`config.mk`:
```
export PLATFORM = sky130hd
export DESIGN_NAME = tiled_crossbar_sequencer_flat
export DESIGN_NICKNAME = d
export VERILOG_FILES = /design/src/rtl/neuro_edge_pkg.sv /design/src/rtl/tiled_crossbar_sequencer_if.sv /design/src/rtl/crossbar_settle_timer.sv /design/src/rtl/tiled_crossbar_sequencer.sv /design/src/flat_wrapper.sv
export SDC_FILE = /design/constraint.sdc
export NUM_CORES = 1
export LEC_CHECK = 0
export BUFFER_PORTS_ARGS = -buffer_cell sky130_fd_sc_hd__buf_2
export CORE_ASPECT_RATIO = 1.2
export CORE_MARGIN = 2
export CORE_UTILIZATION = 50
export DETAILED_ROUTE_END_ITERATION = 12
export PLACE_DENSITY_LB_ADDON = 0.3
export SKIP_LAST_GASP = 1
export SLEW_MARGIN = 20
export SYNTH_ARGS = -nofsm -noshare
export SYNTH_HDL_FRONTEND = slang
export SYNTH_SLANG_ARGS = --single-unit
```
`constraint.sdc`:
```
create_clock -name clk -period 6.03 [get_ports clk]
set_input_delay 0.603 -clock clk [delete_from_list [all_inputs] [get_ports clk]]
set_output_delay 0.603 -clock clk [all_outputs]
set_load 0.02 [all_outputs]
```
`src/rtl/neuro_edge_pkg.sv`:
```
// Shared definitions for the neuro-edge crossbar sequencing blocks:
// default geometry, FSM state encoding and a select-width helper.
package neuro_edge_pkg;

  localparam int DEF_TILES         = 4;
  localparam int DEF_TS_WIDTH      = 8;
  localparam int DEF_SETTLE_CYCLES = 2;
  localparam int SETTLE_W          = 8;

  typedef enum logic [2:0] {
    ST_IDLE   = 3'd0,
    ST_CLEAR  = 3'd1,
    ST_APPLY  = 3'd2,
    ST_SAMPLE = 3'd3,
    ST_FINISH = 3'd4
  } seq_state_e;

  // Width of a tile index; a single tile still gets one select bit.
  function automatic int sel_width(input int tiles);
    return (tiles > 1) ? $clog2(tiles) : 1;
  endfunction

endpackage

```
`src/rtl/tiled_crossbar_sequencer_if.sv`:
```
// Handshake and status bundle between the crossbar sequencer and its
// controller / accumulator. The master side issues runs and accepts samples.
interface tiled_crossbar_sequencer_if
  import neuro_edge_pkg::*;
#(
  parameter int TILES    = DEF_TILES,
  parameter int TS_WIDTH = DEF_TS_WIDTH
);

  localparam int SEL_W = sel_width(TILES);

  logic                start;
  logic [TS_WIDTH-1:0] num_ts;
  logic                abort;
  logic                sample_rdy;
  logic                busy;
  logic                clear_acc;
  logic                apply_v;
  logic [SEL_W-1:0]    tile_sel;
  logic                sample_i;
  logic [TS_WIDTH-1:0] ts_idx;
  logic                done;
  logic                aborted;

  modport master (
    output start, num_ts, abort, sample_rdy,
    input  busy, clear_acc, apply_v, tile_sel, sample_i, ts_idx, done, aborted
  );

  modport slave (
    input  start, num_ts, abort, sample_rdy,
    output busy, clear_acc, apply_v, tile_sel, sample_i, ts_idx, done, aborted
  );

endinterface

```
`src/rtl/crossbar_settle_timer.sv`:
```
// Dwell timer for the read-voltage settle window: load a count, count it
// down, and flag the last cycle of the window with a one-cycle expire.
module crossbar_settle_timer
  import neuro_edge_pkg::*;
#(
  parameter int WIDTH = SETTLE_W
) (
  input  logic             clk,
  input  logic             rst,
  input  logic             i_load,
  input  logic [WIDTH-1:0] i_load_val,
  output logic             o_expire
);

  logic [WIDTH-1:0] r_count;

  // Down-counter: reload on request, otherwise decrement until empty
  always_ff @(posedge clk) begin
    if (rst) begin
      r_count <= {WIDTH{1'b0}};
    end else if (i_load) begin
      r_count <= i_load_val;
    end else if (r_count != {WIDTH{1'b0}}) begin
      r_count <= r_count - WIDTH'(1);
    end else begin
      r_count <= r_count;
    end
  end

  // A count of one marks the final cycle of the window
  assign o_expire = (r_count == WIDTH'(1));

endmodule

```
`src/rtl/tiled_crossbar_sequencer.sv`:
```
// Sequences read operations over a tiled crossbar: one accumulator clear per
// run, then for every timestep and every row tile a settle window followed by
// a sample handshake. Outputs are registered from the next-state decode so
// they line up with the state the FSM has just entered.
module tiled_crossbar_sequencer
  import neuro_edge_pkg::*;
#(
  parameter int TILES         = DEF_TILES,
  parameter int TS_WIDTH      = DEF_TS_WIDTH,
  parameter int SETTLE_CYCLES = DEF_SETTLE_CYCLES
) (
  input logic                       clk,
  input logic                       rst,
  tiled_crossbar_sequencer_if.slave io_seq
);

  localparam int                  SEL_W       = sel_width(TILES);
  localparam logic [SETTLE_W-1:0] SETTLE_LOAD = SETTLE_W'(SETTLE_CYCLES);

  seq_state_e          r_state;
  seq_state_e          w_next_state;
  logic [TS_WIDTH-1:0] r_num_ts;
  logic [TS_WIDTH-1:0] r_ts_idx;
  logic [SEL_W-1:0]    r_tile_sel;
  logic r_busy, r_clear_acc, r_apply_v, r_sample_i, r_done, r_aborted;
  logic w_busy, w_clear_acc, w_apply_v, w_sample_i, w_done, w_aborted;
  logic w_abort_take, w_handshake, w_last_tile, w_last_ts;
  logic w_run_start, w_expire, w_load;

  // Abort only counts while a run is active, and it beats any handshake
  assign w_abort_take = io_seq.abort && (r_state != ST_IDLE);
  assign w_handshake  = (r_state == ST_SAMPLE) && io_seq.sample_rdy && !w_abort_take;
  assign w_last_tile  = (r_tile_sel == SEL_W'(TILES - 1));
  assign w_last_ts    = (r_ts_idx == (r_num_ts - TS_WIDTH'(1)));
  assign w_run_start  = (r_state == ST_IDLE) && io_seq.start &&
                        (io_seq.num_ts != {TS_WIDTH{1'b0}});
  // Arm the settle window on every entry into APPLY
  assign w_load       = (w_next_state == ST_APPLY) && (r_state != ST_APPLY);

  crossbar_settle_timer #(
    .WIDTH (SETTLE_W)
  ) u_settle_timer (
    .clk        (clk),
    .rst        (rst),
    .i_load     (w_load),
    .i_load_val (SETTLE_LOAD),
    .o_expire   (w_expire)
  );

  // State register
  always_ff @(posedge clk) begin
    if (rst) begin
      r_state <= ST_IDLE;
    end else begin
      r_state <= w_next_state;
    end
  end

  // Next-state decode; an accepted abort overrides every other transition
  always_comb begin
    w_next_state = r_state;
    case (r_state)
      ST_IDLE: begin
        if (io_seq.start) begin
          w_next_state = (io_seq.num_ts == {TS_WIDTH{1'b0}}) ? ST_FINISH : ST_CLEAR;
        end else begin
          w_next_state = ST_IDLE;
        end
      end
      ST_CLEAR: w_next_state = ST_APPLY;
      ST_APPLY: begin
        if (w_expire) begin
          w_next_state = ST_SAMPLE;
        end else begin
          w_next_state = ST_APPLY;
        end
      end
      ST_SAMPLE: begin
        if (!io_seq.sample_rdy) begin
          w_next_state = ST_SAMPLE;
        end else if (!w_last_tile || !w_last_ts) begin
          w_next_state = ST_APPLY;
        end else begin
          w_next_state = ST_FINISH;
        end
      end
      ST_FINISH: w_next_state = ST_IDLE;
      default:   w_next_state = ST_IDLE;
    endcase
    if (w_abort_take) begin
      w_next_state = ST_IDLE;
    end else begin
      w_next_state = w_next_state;
    end
  end

  // Output decode from the state being entered
  always_comb begin
    w_busy      = 1'b0;
    w_clear_acc = 1'b0;
    w_apply_v   = 1'b0;
    w_sample_i  = 1'b0;
    w_done      = 1'b0;
    w_aborted   = w_abort_take;
    case (w_next_state)
      ST_IDLE:   w_busy = 1'b0;
      ST_CLEAR: begin
        w_busy      = 1'b1;
        w_clear_acc = 1'b1;
      end
      ST_APPLY: begin
        w_busy    = 1'b1;
        w_apply_v = 1'b1;
      end
      ST_SAMPLE: begin
        w_busy     = 1'b1;
        w_apply_v  = 1'b1;
        w_sample_i = 1'b1;
      end
      ST_FINISH: begin
        w_busy = 1'b1;
        w_done = 1'b1;
      end
      default:   w_busy = 1'b0;
    endcase
  end

  // Registered control outputs
  always_ff @(posedge clk) begin
    if (rst) begin
      r_busy      <= 1'b0;
      r_clear_acc <= 1'b0;
      r_apply_v   <= 1'b0;
      r_sample_i  <= 1'b0;
      r_done      <= 1'b0;
      r_aborted   <= 1'b0;
    end else begin
      r_busy      <= w_busy;
      r_clear_acc <= w_clear_acc;
      r_apply_v   <= w_apply_v;
      r_sample_i  <= w_sample_i;
      r_done      <= w_done;
      r_aborted   <= w_aborted;
    end
  end

  // Run bookkeeping: capture the run length, walk tiles then timesteps per handshake
  always_ff @(posedge clk) begin
    if (rst) begin
      r_num_ts   <= {TS_WIDTH{1'b0}};
      r_ts_idx   <= {TS_WIDTH{1'b0}};
      r_tile_sel <= {SEL_W{1'b0}};
    end else if (w_run_start) begin
      r_num_ts   <= io_seq.num_ts;
      r_ts_idx   <= {TS_WIDTH{1'b0}};
      r_tile_sel <= {SEL_W{1'b0}};
    end else if (w_handshake && !w_last_tile) begin
      r_num_ts   <= r_num_ts;
      r_ts_idx   <= r_ts_idx;
      r_tile_sel <= r_tile_sel + SEL_W'(1);
    end else if (w_handshake && !w_last_ts) begin
      r_num_ts   <= r_num_ts;
      r_ts_idx   <= r_ts_idx + TS_WIDTH'(1);
      r_tile_sel <= {SEL_W{1'b0}};
    end else begin
      r_num_ts   <= r_num_ts;
      r_ts_idx   <= r_ts_idx;
      r_tile_sel <= r_tile_sel;
    end
  end

  assign io_seq.busy      = r_busy;
  assign io_seq.clear_acc = r_clear_acc;
  assign io_seq.apply_v   = r_apply_v;
  assign io_seq.sample_i  = r_sample_i;
  assign io_seq.done      = r_done;
  assign io_seq.aborted   = r_aborted;
  assign io_seq.tile_sel  = r_tile_sel;
  assign io_seq.ts_idx    = r_ts_idx;

endmodule

```
`src/flat_wrapper.sv`:
```
// flat-port wrapper written by rule: the top's interface ports become plain ports
module tiled_crossbar_sequencer_flat import neuro_edge_pkg::*;
#(
  parameter int TILES         = DEF_TILES,
  parameter int TS_WIDTH      = DEF_TS_WIDTH,
  parameter int SETTLE_CYCLES = DEF_SETTLE_CYCLES
)
  (clk, rst, io_seq_start, io_seq_num_ts, io_seq_abort, io_seq_sample_rdy, io_seq_busy, io_seq_clear_acc, io_seq_apply_v, io_seq_tile_sel, io_seq_sample_i, io_seq_ts_idx, io_seq_done, io_seq_aborted);
  tiled_crossbar_sequencer_if #(.TILES(TILES), .TS_WIDTH(TS_WIDTH)) io_seq_i ();
  input logic clk;
  input logic rst;
  input wire logic [$bits(io_seq_i.start)-1:0] io_seq_start;
  input wire logic [$bits(io_seq_i.num_ts)-1:0] io_seq_num_ts;
  input wire logic [$bits(io_seq_i.abort)-1:0] io_seq_abort;
  input wire logic [$bits(io_seq_i.sample_rdy)-1:0] io_seq_sample_rdy;
  output wire logic [$bits(io_seq_i.busy)-1:0] io_seq_busy;
  output wire logic [$bits(io_seq_i.clear_acc)-1:0] io_seq_clear_acc;
  output wire logic [$bits(io_seq_i.apply_v)-1:0] io_seq_apply_v;
  output wire logic [$bits(io_seq_i.tile_sel)-1:0] io_seq_tile_sel;
  output wire logic [$bits(io_seq_i.sample_i)-1:0] io_seq_sample_i;
  output wire logic [$bits(io_seq_i.ts_idx)-1:0] io_seq_ts_idx;
  output wire logic [$bits(io_seq_i.done)-1:0] io_seq_done;
  output wire logic [$bits(io_seq_i.aborted)-1:0] io_seq_aborted;
  assign io_seq_i.start = io_seq_start;
  assign io_seq_i.num_ts = io_seq_num_ts;
  assign io_seq_i.abort = io_seq_abort;
  assign io_seq_i.sample_rdy = io_seq_sample_rdy;
  assign io_seq_busy = io_seq_i.busy;
  assign io_seq_clear_acc = io_seq_i.clear_acc;
  assign io_seq_apply_v = io_seq_i.apply_v;
  assign io_seq_tile_sel = io_seq_i.tile_sel;
  assign io_seq_sample_i = io_seq_i.sample_i;
  assign io_seq_ts_idx = io_seq_i.ts_idx;
  assign io_seq_done = io_seq_i.done;
  assign io_seq_aborted = io_seq_i.aborted;
  tiled_crossbar_sequencer #(.TILES(TILES), .TS_WIDTH(TS_WIDTH), .SETTLE_CYCLES(SETTLE_CYCLES)) u_core (.clk(clk), .rst(rst), .io_seq(io_seq_i));
endmodule
```
==> metrics <==
worst reg2reg path startpoint=u_core.r_state[0]; CTS hold repair buffers=0; fraction of the cycle the final worst path needs=45.18%; power density of the placed cells=around 330 mW/mm^2; type of the setup path with the least slack=flop to flop; R2R setup slack=3.31 ns; floorplan row count=24; start point of the worst min-delay path=u_core.io_seq.tile_sel[0]; count of inserted antenna diode cells=0; antenna violations before repair=0; number of slew-limit violations in the final report=0; wire length of the first global-routing pass=roughly 6800 um; Detailed Route WL=~3800 um; min-delay worst type=flop to flop; Placed Cells=~270; top cells by area in the synthesized netlist=dfxtp_1 38%, nor2_1 4.6%, xor2_1 4.2%; post-synthesis cell count=~220; share of flip-flops with an asynchronous set or reset=0%; post-route setup TNS=0 ns; Clock Latency Late Sink=approximately 0.29 ns; fraction of final layout cells sized beyond drive strength 1=20.33%; placed standard-cell area=~0.0020 mm^2; Post-Synthesis Mean Instance Area=8.659 um^2; Clock Root Buffer=clkbuf_8; minimum clock period=between 2 and 3 ns; maximum clock rate=367.0 MHz; commonest non-fill, non-tap cell in the layout=dfxtp_1; biggest area consumer among synthesized cells=dfxtp_1; top-level I/O count=29; total count of hold-check failures in the final report=0; TritonCTS clock tree=yes; WHS Path Cells=1; Bufs on Longest Clock Path=2; number of global-route vias before repair=1,572; detailed-route vias per instance=5.686; RSZ-0062 raised after global routing=no; worst-case vdd ir drop=about 250 uV; clock slew at the register clock pins of the worst setup and hold paths=~0.070 ns; Setup Skew=0.009019 ns; Multi-input gate area=0.001085 mm^2; wire length per cell=~14 um; synthesis-to-layout area growth=13.78%; CP arrival=2.91 ns; fraction of the core area covered by cells at the end of the flow=between 50% and 60%; Leak Pwr=slightly below 0.9 nW; worst slew margin relative to its limit=between 20% and 30%; Total Power Consumption=roughly 700 uW; CP Max Fanout=12; actual transition at the worst max-transition pin=roughly 1.1 ns; Initial DRC Count=62; core area=about 0.0036 mm^2; commonest non-fill, non-tap cells in the layout=35 x dfxtp_1, 28 x buf_2, 23 x nor2_1, 15 x nand2_1, 13 x a21oi_1; number of enable flip-flop cells after synthesis=0; HPWL Detailed=between 2000 and 3000 um; flops & latches, synth=35; Worst R2R Path Depth=7; vertical die dimension=between 70 and 80 um; initial core utilization=between 50% and 60%; number of nets in the final layout=~260; type of origin of the critical path=flop; run status=complete, no violations; area enclosed by the die boundary=0.004230 mm^2; die width=approximately 60 um; vias post-DR=1,592; Congestion Overflow GR=0; Yosys warning total=0; CTS Sinks=35; pin count of the biggest net entering global routing=24; cell area after layout=around 0.0021 mm^2; Post-Syn Nets=233; DR DRC count=0; number of buffers inserted by port buffering=28; Initial DRT Pass Iterations=4; GRT Util Overall=between 20% and 30%; count of placed standard cells in the final layout, fillers left out=280; post-detailed-route count of antenna-violating nets=0; unique cell type count in the Yosys netlist=just under 50; H-Tree Level Count=2; number of fillers in the final layout=between 300 and 400; Post-CTS Resized=0; Yosys top cell area share=between 30% and 40%; sequential cell area=approximately 700 um^2; endpoint kind of the worst setup timing path=flop; Seq/Total Area, Yosys=a little under two fifths; total CTS buffers=5; gp weighted congestion=0.7957; required time at the endpoint of the critical path=6.22 ns; final setup violation count=0; first element of the critical path=u_core.r_state[0]; Primary FF master, synth=dfxtp_1; synthesized area=~0.0019 mm^2; max-cap viol count=0; postcts setup bufs=0
cells by family (layout without fill, tap and decap cells):
| logic type | Yosys count | after routing | share of synthesized area [%] |
|---|---|---|---|
| adder cells (fa/ha/maj) | 5 | 5 | 3.360 |
| buffers and inverters | 17 | 43 | 4.099 |
| multiplexers | 7 | 7 | 3.764 |
| flip-flops | 35 | 35 | 37.63 |
| AO/OA/AOI/OAI | 44 | 44 | 16.74 |
| XOR/XNOR | 15 | 15 | 7.057 |
| AND/OR/NAND/NOR | 92 | 92 | 27.35 |
where the power goes:
group,switching (mW),internal [mW]
Clock,0.0845,0.134
Combinational,0.114,0.0869
Sequential,0.0247,0.258
Total,0.224,0.479
worst paths after layout:
kind	endpoint
worst min-delay path	u_core.io_seq.tile_sel[0]
worst min register to register	u_core.io_seq.tile_sel[0]
worst max-delay path	u_core.u_settle_timer.r_count[1]
worst max register to register	u_core.u_settle_timer.r_count[1]
state kept, by name, summed over array words and instances, names as in the netlist:
name,count
u_core.io_seq.ts_idx,8
u_core.r_num_ts,8
u_core.u_settle_timer.r_count,8
u_core.r_state,3
u_core.io_seq.tile_sel,2
u_core.io_seq.aborted,1
u_core.io_seq.apply_v,1
u_core.io_seq.busy,1
u_core.io_seq.clear_acc,1
u_core.io_seq.done,1
u_core.io_seq.sample_i,1
per-stage QoR:
step	hold WS (ns)	setup WS [ns]
4_1_cts	0.5070	3.296
5_1_grt	0.5561	3.068
3_3_place_gp	0.4784	3.364
3_5_place_dp	0.4941	3.314
2_1_floorplan	0.4820	3.664
6_report	0.4996	3.306
metal layers:
metal | GRT usage (%) | vias to the layer above | wire [um]
li1 | - | 827 | -
met5 | 0 | - | 0
met3 | 4.936 | 6 | 94
met4 | 8.148 | 0 | 64
met1 | 24.80 | 738 | 1744
met2 | 34.54 | 21 | 1902
synthesized netlist by cell type, types with 3 or more instances:
cell type and number:
nor4_1 3, xor2_1 9, or4_1 5, o211ai_1 3, nor3_1 9, clkbuf_1 4, inv_1 7, and3_1 3
nand4_1 4, o31ai_1 5, nand2_1 15, nor2_1 23, xnor2_1 6, o21ai_1 4, nor3_2 7, a21oi_1 13
ha_1 5, nand3_1 8, buf_2 4, mux2i_1 7, dfxtp_1 35, or3_1 3
critical path, cell delays in order, from the launching register on:
cell,delay (ns)
dfxtp_1,0.35
or2_1,0.31
nor3b_1,0.32
a21boi_1,0.92
o21bai_1,0.25
nor3_1,0.09
o211a_4,0.20
o21a_1,0.19
final cells by class:
| type | instances | share of cell area [%] |
|---|---|---|
| Inverter | 7 | 1.240 |
| Multi-Input combinational cell | 163 | 51.21 |
| Sequential cell | 35 | 33.08 |
| Clock buffer | 6 | 3.898 |
| Tap cell | 39 | 2.304 |
| Clock inverter | 2 | 1.654 |
| Timing Repair Buffer | 28 | 6.615 |
Power figures use the tool's default switching activity.
